==> config.mk <==
export PLATFORM = sky130hd
export DESIGN_NAME = encode_mux_pipe
export DESIGN_NICKNAME = d
export VERILOG_FILES = /design/src/rtl/encode_mux_pipe.sv
export SDC_FILE = /design/constraint.sdc
export NUM_CORES = 1
export LEC_CHECK = 0
export CORE_MARGIN = 10
export CORE_UTILIZATION = 32
export DETAILED_ROUTE_END_ITERATION = 6
export PLACE_DENSITY = 0.78
export SLEW_MARGIN = 30
export SYNTH_ARGS = -nofsm -noshare
export SYNTH_HDL_FRONTEND = slang
export SYNTH_SLANG_ARGS = --single-unit
==> constraint.sdc <==
create_clock -name clk -period 1.67 [get_ports clk]
set_clock_uncertainty 0.15 [all_clocks]
set_input_delay 0.334 -clock clk [delete_from_list [all_inputs] [get_ports clk]]
set_output_delay 0.334 -clock clk [all_outputs]
set_load 0.02 [all_outputs]
==> src/rtl/encode_mux_pipe.sv <==
// Registered, flow-controlled binary-select lane mux with a saturating out-of-range counter.
// Define ENCODE_MUX_PIPE_SKID_EN for a main+skid buffer with a registered in_ready.
module encode_mux_pipe #(
    parameter int WIDTH         = 32,
    parameter int CNT           = 5,
    parameter int CNT_WIDTH     = 3,
    parameter int ERR_CNT_WIDTH = 8
) (
    input  logic                     clk,
    input  logic                     rst_n,
    input  logic                     in_valid,
    output logic                     in_ready,
    input  logic [WIDTH*CNT-1:0]     din,
    input  logic [CNT_WIDTH-1:0]     sel,
    output logic                     out_valid,
    input  logic                     out_ready,
    output logic [WIDTH-1:0]         dout,
    output logic                     sel_err,
    output logic [ERR_CNT_WIDTH-1:0] err_cnt,
    input  logic                     err_clr
);

    // Handshake: a beat moves on a rising edge when valid & ready are both high;
    // a producer holds valid and its payload steady until that edge.

    logic [WIDTH-1:0] sel_data;
    logic             sel_bad;
    logic             in_xfer;
    logic             out_xfer;

    always_comb begin
        sel_data = '0;
        for (int k = 0; k < CNT; k++) begin
            if (sel == CNT_WIDTH'(k)) begin
                sel_data = din[k*WIDTH +: WIDTH];
            end
        end
    end

    // Widened by one bit so CNT == 2**CNT_WIDTH does not wrap the bound to zero.
    assign sel_bad  = ({1'b0, sel} >= (CNT_WIDTH+1)'(CNT));
    assign in_xfer  = in_valid & in_ready;
    assign out_xfer = out_valid & out_ready;

    always_ff @(posedge clk or negedge rst_n) begin
        if (!rst_n) begin
            err_cnt <= '0;
        end else if (err_clr) begin
            err_cnt <= '0;
        end else if (in_xfer && sel_bad && (err_cnt != '1)) begin
            err_cnt <= err_cnt + ERR_CNT_WIDTH'(1);
        end
    end

`ifdef ENCODE_MUX_PIPE_SKID_EN
    logic             skid_valid;
    logic [WIDTH-1:0] skid_data;
    logic             skid_err;

    assign in_ready = !skid_valid;

    always_ff @(posedge clk or negedge rst_n) begin
        if (!rst_n) begin
            out_valid  <= 1'b0;
            dout       <= '0;
            sel_err    <= 1'b0;
            skid_valid <= 1'b0;
            skid_data  <= '0;
            skid_err   <= 1'b0;
        end else if (!out_valid) begin
            if (in_xfer) begin
                out_valid <= 1'b1;
                dout      <= sel_bad ? '0 : sel_data;
                sel_err   <= sel_bad;
            end
        end else if (out_xfer) begin
            // Skid is older than any incoming beat, so it drains first.
            if (skid_valid) begin
                dout       <= skid_data;
                sel_err    <= skid_err;
                skid_valid <= 1'b0;
            end else if (in_xfer) begin
                dout    <= sel_bad ? '0 : sel_data;
                sel_err <= sel_bad;
            end else begin
                out_valid <= 1'b0;
            end
        end else if (in_xfer) begin
            skid_valid <= 1'b1;
            skid_data  <= sel_bad ? '0 : sel_data;
            skid_err   <= sel_bad;
        end
    end
`else
    assign in_ready = !out_valid || out_ready;

    always_ff @(posedge clk or negedge rst_n) begin
        if (!rst_n) begin
            out_valid <= 1'b0;
            dout      <= '0;
            sel_err   <= 1'b0;
        end else if (in_xfer) begin
            out_valid <= 1'b1;
            dout      <= sel_bad ? '0 : sel_data;
            sel_err   <= sel_bad;
        end else if (out_xfer) begin
            out_valid <= 1'b0;
        end
    end
`endif

endmodule

Word level (Yosys, flattened, before mapping)
Index checks and enable logic that the tools add are counted.

Add/subtract/negate cells: 1. Magnitude comparators: 1. Eq/ne operators: 5. Muxes and demuxes: 10. Bitwise gates (word level): 2. Reductions and logical operators: 7.

Operators by type and width (number): 2-to-1 mux 32 bit (6); 2-to-1 mux 8 bit (2); adder 8 x 1 -> 8 bit, second input constant (1); != test 8 bit, second input constant (1); == test 3 x 2 -> 1 bit, second input constant (2); nonzero test 2 bit (2); == test 3 x 1 -> 1 bit, second input constant (1); == test 3 bit, second input constant (1); >= comparator 3 bit, second input constant (1); zero test 3 bit (1); bitwise AND 1 bit (2); logical AND 1 bit (2); 2-to-1 mux 1 bit (2); zero test 1 bit (1); logical OR 1 bit (1).

Flip-flop bits (word level): 42. Output and inout port bits: 43.

Longest topological paths before layout
Depth in word-level cells: 7. Mapped depth: 7. Depth with buffers taken out: 5.

Worst setup path after synthesis
Ideal clock, no wire load.

Path type: reg2reg. Start point: reg out_valid. End point: reg err_cnt[5]. Library setup time: 0.134 ns. Arrival: 1.593 ns. Setup slack: -0.207 ns. Cell stages (with the launch flop): 7. Buffers on the path: 1. Period minus slack after synthesis: 1.877 ns. Cells stage by stage: dfrtp_1 nor2b_4 inv_1 o2111ai_4 buf_2 o41ai_1 a21oi_1.

Longest elaborated chain between the ends: 6.

Ends and longest elaborated chain: from (decl) (RTL line 15) `output logic out_valid,`; from (signal assigned) (RTL line 99) `out_valid <= 1'b0;`; from (signal assigned) (RTL line 103) `out_valid <= 1'b1;`; from (signal assigned) (RTL line 107) `out_valid <= 1'b0;`; zero test 1 bit (RTL line 95) `assign in_ready = !out_valid || out_ready;`; logical OR 1 bit (RTL line 95); net in_ready (RTL line 12) `output logic in_ready,`; bitwise AND 1 bit (RTL line 42) `assign in_xfer = in_valid & in_ready;`; logical AND 1 bit (2 in series) (RTL line 50) `end else if (in_xfer && sel_bad && (err_cnt != '1)) begin`; nonzero test 2 bit (no source line); to (signal assigned) (RTL line 51) `err_cnt <= err_cnt + ERR_CNT_WIDTH'(1);`; to (decl) (RTL line 19) `output logic [ERR_CNT_WIDTH-1:0] err_cnt,`.

The timed path passes the listed nets, and every way through them passes these cells. A chain may end at the register's enable or synchronous reset.

Worst setup path in the final report
Start point: reg out_valid. End point: reg err_cnt[5].

Longest elaborated chain between the ends: 6.

Ends and longest elaborated chain (RTL line): zero test 1 bit (95); logical OR 1 bit (95); bitwise AND 1 bit (42); logical AND 1 bit (2 in series) (50); nonzero test 2 bit (no source line).

Every way passes these cells.

==> metrics.md <==
| Metric | Value |
|---|---|
| Initial Util | `32.51%` |
| Core footprint | `9109 um2` |
| Synth top area cells | `dfrtp_1 (35%), mux2i_1 (11%), a21o_1 (8.1%)` |
| Syn nets | `513` |
| Synthesized instance count | `344` |
| Async SR Flop Fraction | `100.0%` |
| Average cell area after synthesis | `8.609 um2` |
| Max stage delay cell, worst path | `or4_4` |
| Dpl hpwl | `10,520 um` |
| CP cell instances | `nor2b_4, inv_4, o2111ai_4, or4_4, a21oi_2` |
| Gr ovfl total | `0` |
| YS warnings | `0` |
| Final cell count without fillers | `675` |
| Routed WL per cell | `19.49 um` |
| Worst setup path start | `out_valid` |
| Fin area | `5535 um2` |
| Crit. End Element | `flip-flop` |
| Worst r2r src | `out_valid` |
| Synth-to-Final Area Change | `86.90%` |
| Fmax achieved | `0.5634 GHz` |
| Via density per instance | `5.213` |
| Unique masters post-synth | `29` |
| Routed WL | `13,160 um` |
| CTS tree | `yes` |
| Layout cells sized above 1 | `18.09%` |
| Max clock buf depth | `2` |
| Die area | `13,500 um2` |
| Tcrit/Tclk final | `106.3%` |
| TritonCTS Buffers | `5` |
| Initial antenna violation count | `0` |
| Largest net degree at the start of global routing | `45` |
| Yosys reg bits | `42` |
| CP Launch Type | `flip-flop` |
| CP required | `1.74 ns` |
| Power density over the cells | `607.7 nW/um2` |
| Drt drc | `0` |
| Slew Limit Fails | `0` |
| CP arrival | `1.84 ns` |
| Setup CP Type | `reg -> reg` |
| Row cnt | `35` |
| 1st-iter DRT viols | `155` |
| Post-synth top area cell | `dfrtp_1` |
| Post-synth top area share | `35.49%` |
| Final setup fails | `8` |
| Slew HR | `66.79%` |
| Synth Flop Type | `dfrtp_1` |
| Max FO, Critical Path | `5` |
| Final worst slack | `-0.1048 ns` |
| EDFF count, synth | `0` |
| Max VDD drop | `323.2 uV` |
| Vias in the first global route | `3,878` |
| GRT Total Usage | `18.74%` |
| Failing checks | `negative setup slack` |
| Tmin final | `1.775 ns` |
| Mapped Area | `2962 um2` |
| Clock Tree Root | `clkbuf_8` |
| Clock Sink Count | `42` |
| Worst Hold Class | `in -> async` |
| Via count | `3,519` |
| First-pass GRT wire length | `20,150 um` |
| RSZ-0062 raised after global routing | `yes` |
| Status | `finished with violations` |
| MaxCap Viol Count | `0` |
| RD Place Congestion | `0.9878` |
| DRT Pass-1 Iters | `5` |
| Placed cells | `657` |
| # IOs | `211` |
| Die W | `116.2 um` |
| H-Tree Depth | `2` |
| Die height | `116.2 um` |
| Tightest Pin Transition | `0.4982 ns` |
| Leakage | `2.288 nW` |
| Post-route antenna net violation count | `0` |
| Worst-path clk slew | `0.09 ns` |
| Antenna diodes | `0` |
| Core Util, Final | `60.77%` |
| IO buf count | `210` |
| Area after DPL | `5314 um2` |
| Endpoints failing hold | `0` |
| Sequential area share after synthesis | `35.49%` |
| CP max stage delay | `0.56 ns` |
| Final net count | `732` |
| Worst-Skew Late Latency | `0.29 ns` |
-- layout make-up --
type                    instances  area (um2)
fillers                       805        3573
repair buffers                242        2347
multi-input cells             268        1861
flip-flops and latches         42        1057
well taps                     111       138.9
clock buffers                   5       68.82
clock inverters                 3       45.04
inverters                       4       17.52
-- cells by family (layout without fill, tap and decap cells) --
group | Yosys count | in the layout | synth area share [%]
multiplexers | 32 | 32 | 10.82
flip-flops | 42 | 42 | 35.49
adder cells (fa/ha/maj) | 1 | 1 | 0.4224
AND/OR/NAND/NOR | 120 | 120 | 20.19
AO/OA/AOI/OAI | 114 | 115 | 27.38
buffers and inverters | 35 | 254 | 5.703
-- state kept, by name (all words and copies together) (netlist names) --
| signal | cells |
|---|---|
| dout | 32 |
| sel_err | 1 |
| out_valid | 1 |
| err_cnt | 8 |
-- cell usage in the layout, fill, tap and decap left out, drive strengths merged --
cell and instances:
clkbuf 7, mux2i 32, o31ai 3, dlygate4sd2 44, o41ai 3, or4 6, bufinv 1, or3b 1
a21oi 8, clkdlybuf4s50 161, a22oi 32, clkinvlp 2, dfrtp 42, a31oi 32, dlygate4sd3 1, nor3b 1
or2 33, o2111ai 2, nor2b 2, ha 1, nand2 36, buf 34, or3 1, inv 4
nand3 4, nor2 35, o21ai 3, a21o 32, nand4 1
-- power breakdown --
part | switching (mW) | internal, mW | leakage, nW
Sequential | 0.0703 | 1.14 | 0.499
Clock | 0.382 | 0.445 | 0.0504
Combinational | 0.602 | 0.720 | 1.74
-- layer usage --
metal | vias up | track usage (%) | part of all wire [%]
met1 | 1650 | 19.30 | 36
met4 | 0 | 4.587 | 1.1
li1 | 1691 | - | -
met3 | 10 | 6.985 | 10
met5 | - | 0 | 0
met2 | 168 | 34.96 | 52
-- critical path: cells and delay by family, from the launching register on --
| kind | cells | cell delay [ns] |
|---|---|---|
| simple gates | 2 | 0.70 |
| flops | 1 | 0.42 |
| compound gates | 2 | 0.34 |
| buf+inv | 1 | 0.08 |
-- cells in the mapped netlist (2+ instances only) --
cell type,count
nor2_1,35
a31oi_1,32
or2_2,32
buf_6,3
clkbuf_1,19
or4_1,6
nand2_1,36
mux2i_1,32
o41ai_1,3
nand3_1,4
buf_4,2
o31ai_1,3
inv_1,4
a21oi_1,8
o21ai_0,3
a21o_1,32
dfrtp_1,42
buf_2,6
a22oi_1,32
-- repair_timing --
| action | 4_1_cts | 5_1_grt |
|---|---|---|
| hold endpoints to repair | 18 | 0 |
| gates resized for setup | 60 | 9 |
| pin swaps | 4 | 0 |
| setup buffers | 8 | 0 |
| endpoints found under the setup margin | 81 | 41 |
| cloned | 1 | 0 |
| hold buffers | 1 | 0 |
-- per-stage QoR --
step | TNS, ns | power [mW] | setup WS, ns | hold WS, ns
2_1_floorplan | -0.005663 | 1.788 | -0.002832 | -0.1116
3_3_place_gp | -16.18 | 2.613 | -0.4342 | 0.1813
3_5_place_dp | -17.61 | 2.642 | -0.5208 | 0.1859
4_1_cts | -0.3977 | 3.405 | -0.07976 | 0.3693
5_1_grt | -1.105 | 3.551 | -0.1508 | 0.3768
6_report | -0.5488 | 3.364 | -0.1048 | 0.3734
-- path summary, 6_finish.rpt --
check,end,slack (ns),cells past startpoint
setup / recovery,err_cnt[5],-0.10,5
hold / removal,dout[6],0.37,2
setup reg to reg,err_cnt[5],-0.10,5
hold reg to reg,dout[22],0.39,2
max in group asynchronous,err_cnt[1],0.47,3
min in group clk,out_valid,0.38,4
No activity file was read; power rests on OpenSTA's default activity.
